$ cat src/rtl/i2c_pt_pkg.sv
// Shared types and constants for the I2C passthrough front end.
//   state_t    : protocol phase tracked by i2c_bus_tracker
//   DIR_*      : SDA buffer direction encoding
//   state_dir(): direction implied by a protocol phase
package i2c_pt_pkg;

  typedef enum logic [2:0] {
    IDLE,
    ADDR,
    ADDR_ACK,
    WR_DATA,
    WR_ACK,
    RD_DATA,
    RD_ACK,
    WAIT_STOP
  } state_t;

  localparam logic DIR_MASTER = 1'b0;
  localparam logic DIR_SLAVE  = 1'b1;

  localparam int                    BIT_CNT_W  = 4;
  localparam logic [BIT_CNT_W-1:0]  BYTE_DONE  = 4'd8;
  localparam int                    IDLE_CNT_W = 17;

  // The slave owns SDA while it acks the master, and while it returns read data.
  function automatic logic state_dir(input state_t s);
    case (s)
      ADDR_ACK, WR_ACK, RD_DATA: return DIR_SLAVE;
      default:                   return DIR_MASTER;
    endcase
  endfunction

endpackage

$ cat src/rtl/i2c_sync_filter.sv
// Two-flop synchronizer followed by a glitch filter for one asynchronous pin.
//   system_clk : system clock
//   reset      : synchronous active-low reset; all stages load 1 (idle bus)
//   pin        : raw asynchronous pin
//   level      : filtered level; follows the synchronized pin only after it has
//                disagreed for FILTER_LEN consecutive cycles
module i2c_sync_filter #(
  parameter int FILTER_LEN = 3
) (
  input  logic system_clk,
  input  logic reset,
  input  logic pin,
  output logic level
);

  localparam int            CW   = $clog2(FILTER_LEN + 1);
  localparam logic [CW-1:0] LAST = CW'(FILTER_LEN - 1);

  logic          sync1, sync2;
  logic [CW-1:0] cnt;

  always_ff @(posedge system_clk) begin
    if (!reset) begin
      sync1 <= 1'b1;
      sync2 <= 1'b1;
      level <= 1'b1;
      cnt   <= '0;
    end else begin
      sync1 <= pin;
      sync2 <= sync1;
      // Any cycle of agreement restarts the run, so short glitches never pass.
      if (sync2 == level) begin
        cnt <= '0;
      end else if (cnt == LAST) begin
        level <= sync2;
        cnt   <= '0;
      end else begin
        cnt <= cnt + 1'b1;
      end
    end
  end

endmodule

$ cat src/rtl/i2c_bus_tracker.sv
// Protocol tracker for the I2C passthrough. Decodes START / STOP / repeated
// START, the address byte, R/W, data and ACK phases from the filtered bus and
// drives the SDA buffer direction.
//   system_clk    : system clock
//   reset         : synchronous active-low reset
//   master_scl    : raw master SCL pin
//   master_sda    : raw master SDA pin
//   slave_sda_in  : raw SDA level returned from the slave side
//   sda_direction : 0 = master drives toward slave, 1 = slave drives toward master
//   start_stop    : one-cycle pulse on START, repeated START or STOP
//   incycle       : high from START until STOP, timeout or reset
//   addr_byte     : last captured {addr[6:0], rw}
//   addr_valid    : one-cycle pulse when addr_byte updates
//   timeout       : one-cycle pulse on a stalled-clock abort
module i2c_bus_tracker
  import i2c_pt_pkg::*;
#(
  parameter int FILTER_LEN  = 3,
  parameter int TIMEOUT_CYC = 100000
) (
  input  logic       system_clk,
  input  logic       reset,
  input  logic       master_scl,
  input  logic       master_sda,
  input  logic       slave_sda_in,
  output logic       sda_direction,
  output logic       start_stop,
  output logic       incycle,
  output logic [7:0] addr_byte,
  output logic       addr_valid,
  output logic       timeout
);

  localparam logic [IDLE_CNT_W-1:0] TO_LIM = IDLE_CNT_W'(TIMEOUT_CYC);
  localparam logic                  TO_EN  = (TIMEOUT_CYC != 0);

  logic scl_f, sda_f, slv_f;
  logic scl_q, sda_q;

  i2c_sync_filter #(.FILTER_LEN(FILTER_LEN)) u_scl (
    .system_clk(system_clk), .reset(reset), .pin(master_scl),   .level(scl_f));
  i2c_sync_filter #(.FILTER_LEN(FILTER_LEN)) u_sda (
    .system_clk(system_clk), .reset(reset), .pin(master_sda),   .level(sda_f));
  i2c_sync_filter #(.FILTER_LEN(FILTER_LEN)) u_slv (
    .system_clk(system_clk), .reset(reset), .pin(slave_sda_in), .level(slv_f));

  state_t                 state, state_d;
  logic [BIT_CNT_W-1:0]   bit_cnt, bit_cnt_d;
  logic [7:0]             shift, shift_d;
  logic                   ack_bit, ack_bit_d;
  logic [IDLE_CNT_W-1:0]  idle_cnt, idle_cnt_d;
  logic [7:0]             addr_d;
  logic                   incycle_d, start_stop_d, addr_valid_d, timeout_d;

  logic scl_rise, scl_fall, start_det, stop_det, timeout_hit;

  assign scl_rise  =  scl_f & ~scl_q;
  assign scl_fall  = ~scl_f &  scl_q;
  // SCL must be high on both sides of the SDA edge; an SDA move next to an SCL
  // edge is treated as data.
  assign start_det =  sda_q & ~sda_f & scl_f & scl_q;
  assign stop_det  = ~sda_q &  sda_f & scl_f & scl_q;
  assign timeout_hit = TO_EN && incycle && !scl_rise && !scl_fall &&
                       ((idle_cnt + 1'b1) == TO_LIM);

  always_comb begin
    state_d      = state;
    bit_cnt_d    = bit_cnt;
    shift_d      = shift;
    ack_bit_d    = ack_bit;
    idle_cnt_d   = idle_cnt;
    addr_d       = addr_byte;
    incycle_d    = incycle;
    start_stop_d = 1'b0;
    addr_valid_d = 1'b0;
    timeout_d    = 1'b0;

    if (start_det) begin
      state_d      = ADDR;
      bit_cnt_d    = '0;
      incycle_d    = 1'b1;
      start_stop_d = 1'b1;
      idle_cnt_d   = '0;
    end else if (stop_det) begin
      state_d      = IDLE;
      incycle_d    = 1'b0;
      start_stop_d = 1'b1;
      idle_cnt_d   = '0;
    end else if (timeout_hit) begin
      state_d    = IDLE;
      incycle_d  = 1'b0;
      timeout_d  = 1'b1;
      idle_cnt_d = '0;
    end else begin
      if (scl_rise || scl_fall) idle_cnt_d = '0;
      else if (incycle)         idle_cnt_d = idle_cnt + 1'b1;

      // Rising edge: sample only, no phase change.
      if (scl_rise) begin
        case (state)
          ADDR: begin
            shift_d   = {shift[6:0], sda_f};
            bit_cnt_d = bit_cnt + 1'b1;
          end
          WR_DATA, RD_DATA: bit_cnt_d = bit_cnt + 1'b1;
          ADDR_ACK, WR_ACK: ack_bit_d = slv_f;
          RD_ACK:           ack_bit_d = sda_f;
          default: ;
        endcase
      end

      // Falling edge: phase (and therefore direction) changes here only.
      if (scl_fall) begin
        case (state)
          ADDR: if (bit_cnt == BYTE_DONE) begin
            addr_d       = shift;
            addr_valid_d = 1'b1;
            bit_cnt_d    = '0;
            state_d      = ADDR_ACK;
          end
          ADDR_ACK: begin
            if (ack_bit)           state_d = WAIT_STOP;
            else if (addr_byte[0]) state_d = RD_DATA;
            else                   state_d = WR_DATA;
          end
          WR_DATA: if (bit_cnt == BYTE_DONE) begin
            bit_cnt_d = '0;
            state_d   = WR_ACK;
          end
          WR_ACK:  state_d = ack_bit ? WAIT_STOP : WR_DATA;
          RD_DATA: if (bit_cnt == BYTE_DONE) begin
            bit_cnt_d = '0;
            state_d   = RD_ACK;
          end
          RD_ACK:  state_d = ack_bit ? WAIT_STOP : RD_DATA;
          default: ;
        endcase
      end
    end
  end

  always_ff @(posedge system_clk) begin
    if (!reset) begin
      state         <= IDLE;
      bit_cnt       <= '0;
      shift         <= '0;
      ack_bit       <= 1'b1;
      idle_cnt      <= '0;
      scl_q         <= 1'b1;
      sda_q         <= 1'b1;
      sda_direction <= DIR_MASTER;
      start_stop    <= 1'b0;
      incycle       <= 1'b0;
      addr_byte     <= 8'h00;
      addr_valid    <= 1'b0;
      timeout       <= 1'b0;
    end else begin
      state         <= state_d;
      bit_cnt       <= bit_cnt_d;
      shift         <= shift_d;
      ack_bit       <= ack_bit_d;
      idle_cnt      <= idle_cnt_d;
      scl_q         <= scl_f;
      sda_q         <= sda_f;
      sda_direction <= state_dir(state_d);
      start_stop    <= start_stop_d;
      incycle       <= incycle_d;
      addr_byte     <= addr_d;
      addr_valid    <= addr_valid_d;
      timeout       <= timeout_d;
    end
  end

endmodule

$ cat config.mk
export PLATFORM = sky130hd
export DESIGN_NAME = i2c_bus_tracker
export DESIGN_NICKNAME = d
export VERILOG_FILES = /design/src/rtl/i2c_pt_pkg.sv /design/src/rtl/i2c_sync_filter.sv /design/src/rtl/i2c_bus_tracker.sv
export SDC_FILE = /design/constraint.sdc
export NUM_CORES = 1
export LEC_CHECK = 0
export CELL_PAD_IN_SITES_DETAIL_PLACEMENT = 1
export CELL_PAD_IN_SITES_GLOBAL_PLACEMENT = 2
export CORE_MARGIN = 1
export CORE_UTILIZATION = 34
export DETAILED_ROUTE_END_ITERATION = 6
export PLACE_DENSITY_LB_ADDON = 0.1
export SLEW_MARGIN = 30
export SYNTH_ARGS = -nofsm -noshare
export SYNTH_HDL_FRONTEND = slang
export SYNTH_SLANG_ARGS = --single-unit
$ cat constraint.sdc
create_clock -name system_clk -period 2.05 [get_ports system_clk]
set_clock_uncertainty 0.05 [all_clocks]
set_input_delay 0.3075 -clock system_clk [delete_from_list [all_inputs] [get_ports system_clk]]
set_output_delay 0.3075 -clock system_clk [all_outputs]
set_load 0.01 [all_outputs]
# Word level (Yosys, flattened, before mapping)
# Cells that the tools add are included.
word_totals:
  reg_bits: 63
  n_memories: 0
  mem_bits_rw: 0
  latchBits: 0
  rom_bits: 0
  wordCells: 119
classes:
  n_div: 0
  magnitude_cmp: 0
  n_eq_ne: 17
  addsub: 5
  n_mux: 26
  shift: 0
  multipliers: 0
  bitwise: 21
  n_reduce_logical: 25
op_table:
  columns: ["operator", "n"]
  rows:
  - ["$mux 3", 10]
  - ["$mux 4", 5]
  - ["$pmux 3 s6", 1]
  - ["$reduce_or 3->1", 6]
  - ["$add 17x1->17 const B", 1]
  - ["$eq 17x17->1 const B", 1]
  - ["$eq 3x3->1 const B", 5]
  - ["$not 1->1", 13]
  - ["$reduce_and 5->1", 2]
  - ["$eq 3x2->1 const B", 3]
  - ["$and 1x1->1", 8]
  - ["$mux 1", 8]
  - ["$reduce_and 2->1", 4]
  - ["$add 2x1->2 const B", 3]
  - ["$eq 2x2->1 const B", 3]
  - ["$reduce_and 6->1", 1]
  - ["$reduce_or 6->1", 1]
  - ["$reduce_or 5->1", 1]
  - ["$add 4x1->4 const B", 1]
  - ["$eq 4x4->1 const B", 1]
  - ["$reduce_or 2->1", 2]
  - ["$eq 1x1->1", 3]
  - ["$eq 3x1->1 const B", 1]
  - ["$logic_and 1x1->1", 3]
  - ["6 further kinds", 7]

# Depth between registers and ports, before layout
depth:
  word_depth: 12
  depth_mapped: 9
  ltp_nobuf: 8

# By module
# Synthesis repeated with hierarchy kept, for this count alone.
hier_totals:
  cells_unflattened: 349
  hier_area_um2: 3143.0
modules_own_cells:
  columns: ["module", "cells_each", "area_each_um2", "seq_area_each_um2", "instances"]
  rows:
  - ["i2c_bus_tracker", 307, 2636.3, 960.9, 1]
  - ["i2c_sync_filter", 14, 168.9, 100.1, 3]

# Worst setup path before layout
# Ideal clock, no wire load.
synth_timing:
  kind: "reg-to-reg"
  startpoint: "register u_scl.level"
  endpoint: "register idle_cnt[5]"
  required_time_ns: 1.885
  n_path_buf: 1
  period_less_slack_ns: 2.277
  setup_ns: 0.115
  arrival_ns: 2.111
  setup_slack_ns: -0.227
  path_stages_with_launch: 10
  path_cell_list: "dfxtp_1 inv_1 ha_1 nor4b_1 nand3_1 nor4_2 nand4_4 nand3_4 buf_8 nor2_2"
synth_via:
  elab_chain_cells: 6
  elab_cells_between_ends: 14
synth_lines:
  columns: ["item", "line", "rtl"]
  rows:
  - ["from (decl)", "i2c_sync_filter.sv:13", "output logic level"]
  - ["from (signal assigned)", "i2c_sync_filter.sv:35", "level <= sync2;"]
  - ["$and 1x1->1 / $not 1->1 (equally long branches)", "i2c_bus_tracker.sv:57, i2c_bus_tracker.sv:58", null]
  - ["$logic_not 1->1 / $and 1x1->1 (equally long branches)", "i2c_bus_tracker.sv:63, i2c_bus_tracker.sv:58", null]
  - ["$logic_and 1x1->1 / $logic_not 1->1 (equally long branches)", "i2c_bus_tracker.sv:63", "assign timeout_hit = TO_EN && incycle && !scl_rise && !scl_fall &&"]
  - ["$logic_and 1x1->1 (2 in series)", "i2c_bus_tracker.sv:63", null]
  - ["$reduce_or 5->1 (no line) *", null, null]
  - ["to (signal assigned)", "i2c_bus_tracker.sv:162", "idle_cnt <= idle_cnt_d;"]
  - ["to (decl)", "i2c_bus_tracker.sv:51", "logic [IDLE_CNT_W-1:0] idle_cnt, idle_cnt_d;"]
# Mark *: on every way between the ends. The rest lies on a longest branch, timed or not.
# A chain may end at the register's enable or synchronous reset.

# Worst setup path in the final report
layout_timing:
  startpoint: "register idle_cnt[1]"
  endpoint: "register idle_cnt[10]"
layout_via:
  elab_chain_cells: 4
layout_lines:
  columns: ["item", "line", "rtl"]
  rows:
  - ["$add 17x1->17 *", "i2c_bus_tracker.sv:64, i2c_bus_tracker.sv:96", null]
  - ["$eq 17x17->1", "i2c_bus_tracker.sv:64", "((idle_cnt + 1'b1) == TO_LIM);"]
  - ["$logic_and 1x1->1", "i2c_bus_tracker.sv:63", null]
  - ["$reduce_or 5->1 (no line)", null, null]
# Marked as above.

==> results <==
==> metrics by stage <==
step                      cells  hold WS, ns  worst slack [ns]  instance area, µm²
final                       496        0.364           -0.0854                4100
after global routing        496        0.382            -0.200                4100
after CTS                   492        0.366           -0.0470                3950
after detailed placement    471        0.348            -0.145                3600
after global placement      471        0.339           -0.0753                3600
after floorplan             320        0.336           0.00337                3020
==> cell type report <==
class | count | share of cell area
clock buffers | 10 | 0.0311
clock inverters | 6 | 0.0168
inverters | 9 | 0.00824
multi-input cells | 234 | 0.448
flip-flops and latches | 63 | 0.311
well taps | 105 | 0.0320
repair buffers | 69 | 0.153
==> layout by cell type, fill, tap and decap left out, drive strengths merged, types with 2 or more instances in the layout <==
cell,count
mux2i,21
o211ai,2
nand2b,9
nor4,4
a21oi,7
dfxtp,63
ha,10
nand4b,2
and3,6
nand2,37
nor3,3
nor2,47
clkbuf,11
nand4,12
inv,10
clkinv,3
nand3,15
o21ai,5
nor4b,4
xnor2,8
o22ai,2
clkdlybuf4s50,17
or3,3
xor2,16
or2,4
buf,51
==> state kept, by name, summed over array words and instances (netlist names), 2 cells and up <==
signal	count
bit_cnt	4
shift	8
u_sda.cnt	2
idle_cnt	17
u_scl.cnt	2
state	3
u_slv.cnt	2
addr_byte	8
==> routing by layer <==
layer | global-route usage | part of all wire | vias to the layer above
met5 | 0 | 0 | -
met4 | 0.0622 | 0.010 | 0
met3 | 0.0415 | 0.027 | 7
met2 | 0.313 | 0.51 | 28
met1 | 0.209 | 0.45 | 1195
li1 | - | - | 1230
==> cells in the mapped netlist, types with 2 or more instances <==
master,count
nand4b_1,2
nand4_1,10
inv_1,9
nor3_1,3
nand4_4,2
mux2i_1,21
nand3_1,11
a21oi_1,7
xnor2_1,8
ha_1,10
buf_2,2
nor4b_1,4
nor4_4,2
o211ai_1,2
nand2_1,37
xor2_1,16
nand2b_1,9
nor2_1,36
clkbuf_1,10
o21ai_0,5
and3_1,6
dfxtp_1,63
or2_2,4
or3_1,3
nor2_2,11
nand3_4,4
==> cell families (layout without fill, tap and decap cells) <==
family	Yosys count	after routing	synth area share
buffers and inverters	23	94	0.0336
DFF	63	63	0.423
and+or+nand+nor	152	152	0.299
AOI/OAI and AO/OA	27	27	0.0617
muxes	21	21	0.0705
xor gates and xnor gates	24	24	0.0705
adders and majority gates	10	10	0.0419
==> where the power goes <==
group	leakage [nW]	switching (mW)	internal (mW)	total, mW
logic	1.01	0.0391	0.0329	0.0720
registers	0.511	0.00318	1.23	1.23
clock network	0.0968	0.519	0.568	1.09
==> worst max path at each step <==
stage	start	to	slack [ns]	depth (start not counted)
floorplan	u_scl.level	idle_cnt[5]	0.003	9
global placement	u_scl.level	shift[3]	-0.08	8
detailed placement	u_scl.level	shift[3]	-0.14	8
CTS	idle_cnt[1]	shift[3]	-0.05	9
global route	idle_cnt[1]	idle_cnt[10]	-0.20	10
finish	idle_cnt[1]	idle_cnt[10]	-0.09	10
==> timing repair <==
action | CTS | global route
setup buffers | 6 | 3
endpoints found under the setup margin | 29 | 31
pin swaps | 19 | 23
resized for setup | 25 | 25
cloned | 0 | 1
==> metrics.cfg <==
[timing]
rsz0062_at_grt=yes
timing.fmax_ghz=0.468
layout_min_cycle_time_ns=2.14
finalWorstSetupSlack_ns=-0.0854
drv_slew=0
hold_violations=0
relSlewSlack=0.636
tightest_slew_ns=0.540
fin_tns_setup_ns=-1.61
setup_viol=29
post-route-period-util=1.04

[setup_path]
crit_type=reg -> reg
slowest_stage=dfxtp_4
cp-end-kind=flop
max_stage_delay_ns=0.37
crit_path_frequent_cell=nand3_4
r2r_end=idle_cnt[10]
r2r-start=idle_cnt[1]
worstPathArrival_ns=2.31
start_kind=flop
reg2regPathDepth=10
path_delay_family=simple AND/OR/NAND/NOR gates
cp.buffers_inverters=2
cp_max_fo=6
cp_cell_sequence=ha_4 > nand3_4 > buf_6 > nor4_4 > xnor2_2 > a21boi_2 > nand4_4 > nand3_4 > clkbuf_16 > nor2_4
required_ns=2.23
r2r_setup_slack_ns=-0.09

[status]
violations=negative setup slack
status=finished with violations

[final_layout]
fillCellCount=943
finish.utilization=0.492
multi_input_area_um2=1840
area_growth_syn_to_layout_pct=37.5
layout.nets=401
n_antenna_cell=0
regArea_um2=1270
drive_gt1_frac=0.317

[placement]
place.detailed.hpwl_mm=5.02
port_buffers=17
gp_congestion=0.737

[cts]
worstSkewPairLatency_ns=0.34
cts_buffer_depth=2
cts.sinks=63
ctsHoldBuffers=0
numCtsBuffers=9
clk_pin_slew_ns=0.08
cts_tree=built
cts_root_buffer=clkbuf_8
htree_levels=3

[global_routing]
grt_pass1_vias=2561
grt_use_total=0.177
grt.overflow.total=0
grt_max_degree=26
grt_pass1_wl_mm=12.2
antenna_found_initial=0

[synthesis]
synth_nets=335
netlist_instances=320
yosys_warnings=0
yosysTopAreaCellShare=0.423
yosysSeqAreaShare=0.423
synth-main-ff-cell=dfxtp_1
async_reset_ff_frac=0
ys_ff_latch=63
syn_area_um2=2980
yosys.area.top_type=dfxtp_1
synth_cell_types=49
ys_top_cells_by_area=dfxtp_1 (42%), mux2i_1 (7.0%), xor2_1 (4.7%), nand2_1 (4.7%), nor2_1 (4.5%)
synth-edff-count=0
avgSynthCellArea_um2=9.32

[power]
p_leak_nw=1.62
vdd_ir_drop_max_v=0.000432
power.total_mw=2.39
powerDensity_nw_per_um2=583

[route]
viasPerCell=4.96
drc=0
ant_nets=0
via_count=2460
dr.pass1.iters=5
drt_iter0_markers=66
wl_mm=7.51
wl_per_cell_um=15.1

[die]
start_util=0.358
core_um2=8340
rows=33
ios=18
die_width_um=95.7
die_area_um2=9150
dieHeight_um=95.7

[worst_hold_path]
holdPathStages=1
hold_start=u_slv.sync1
hp-class=reg -> reg
min_to=u_slv.sync2

[flow_run]
maxCapViolCount=0

(Power assumes the default switching activity.)
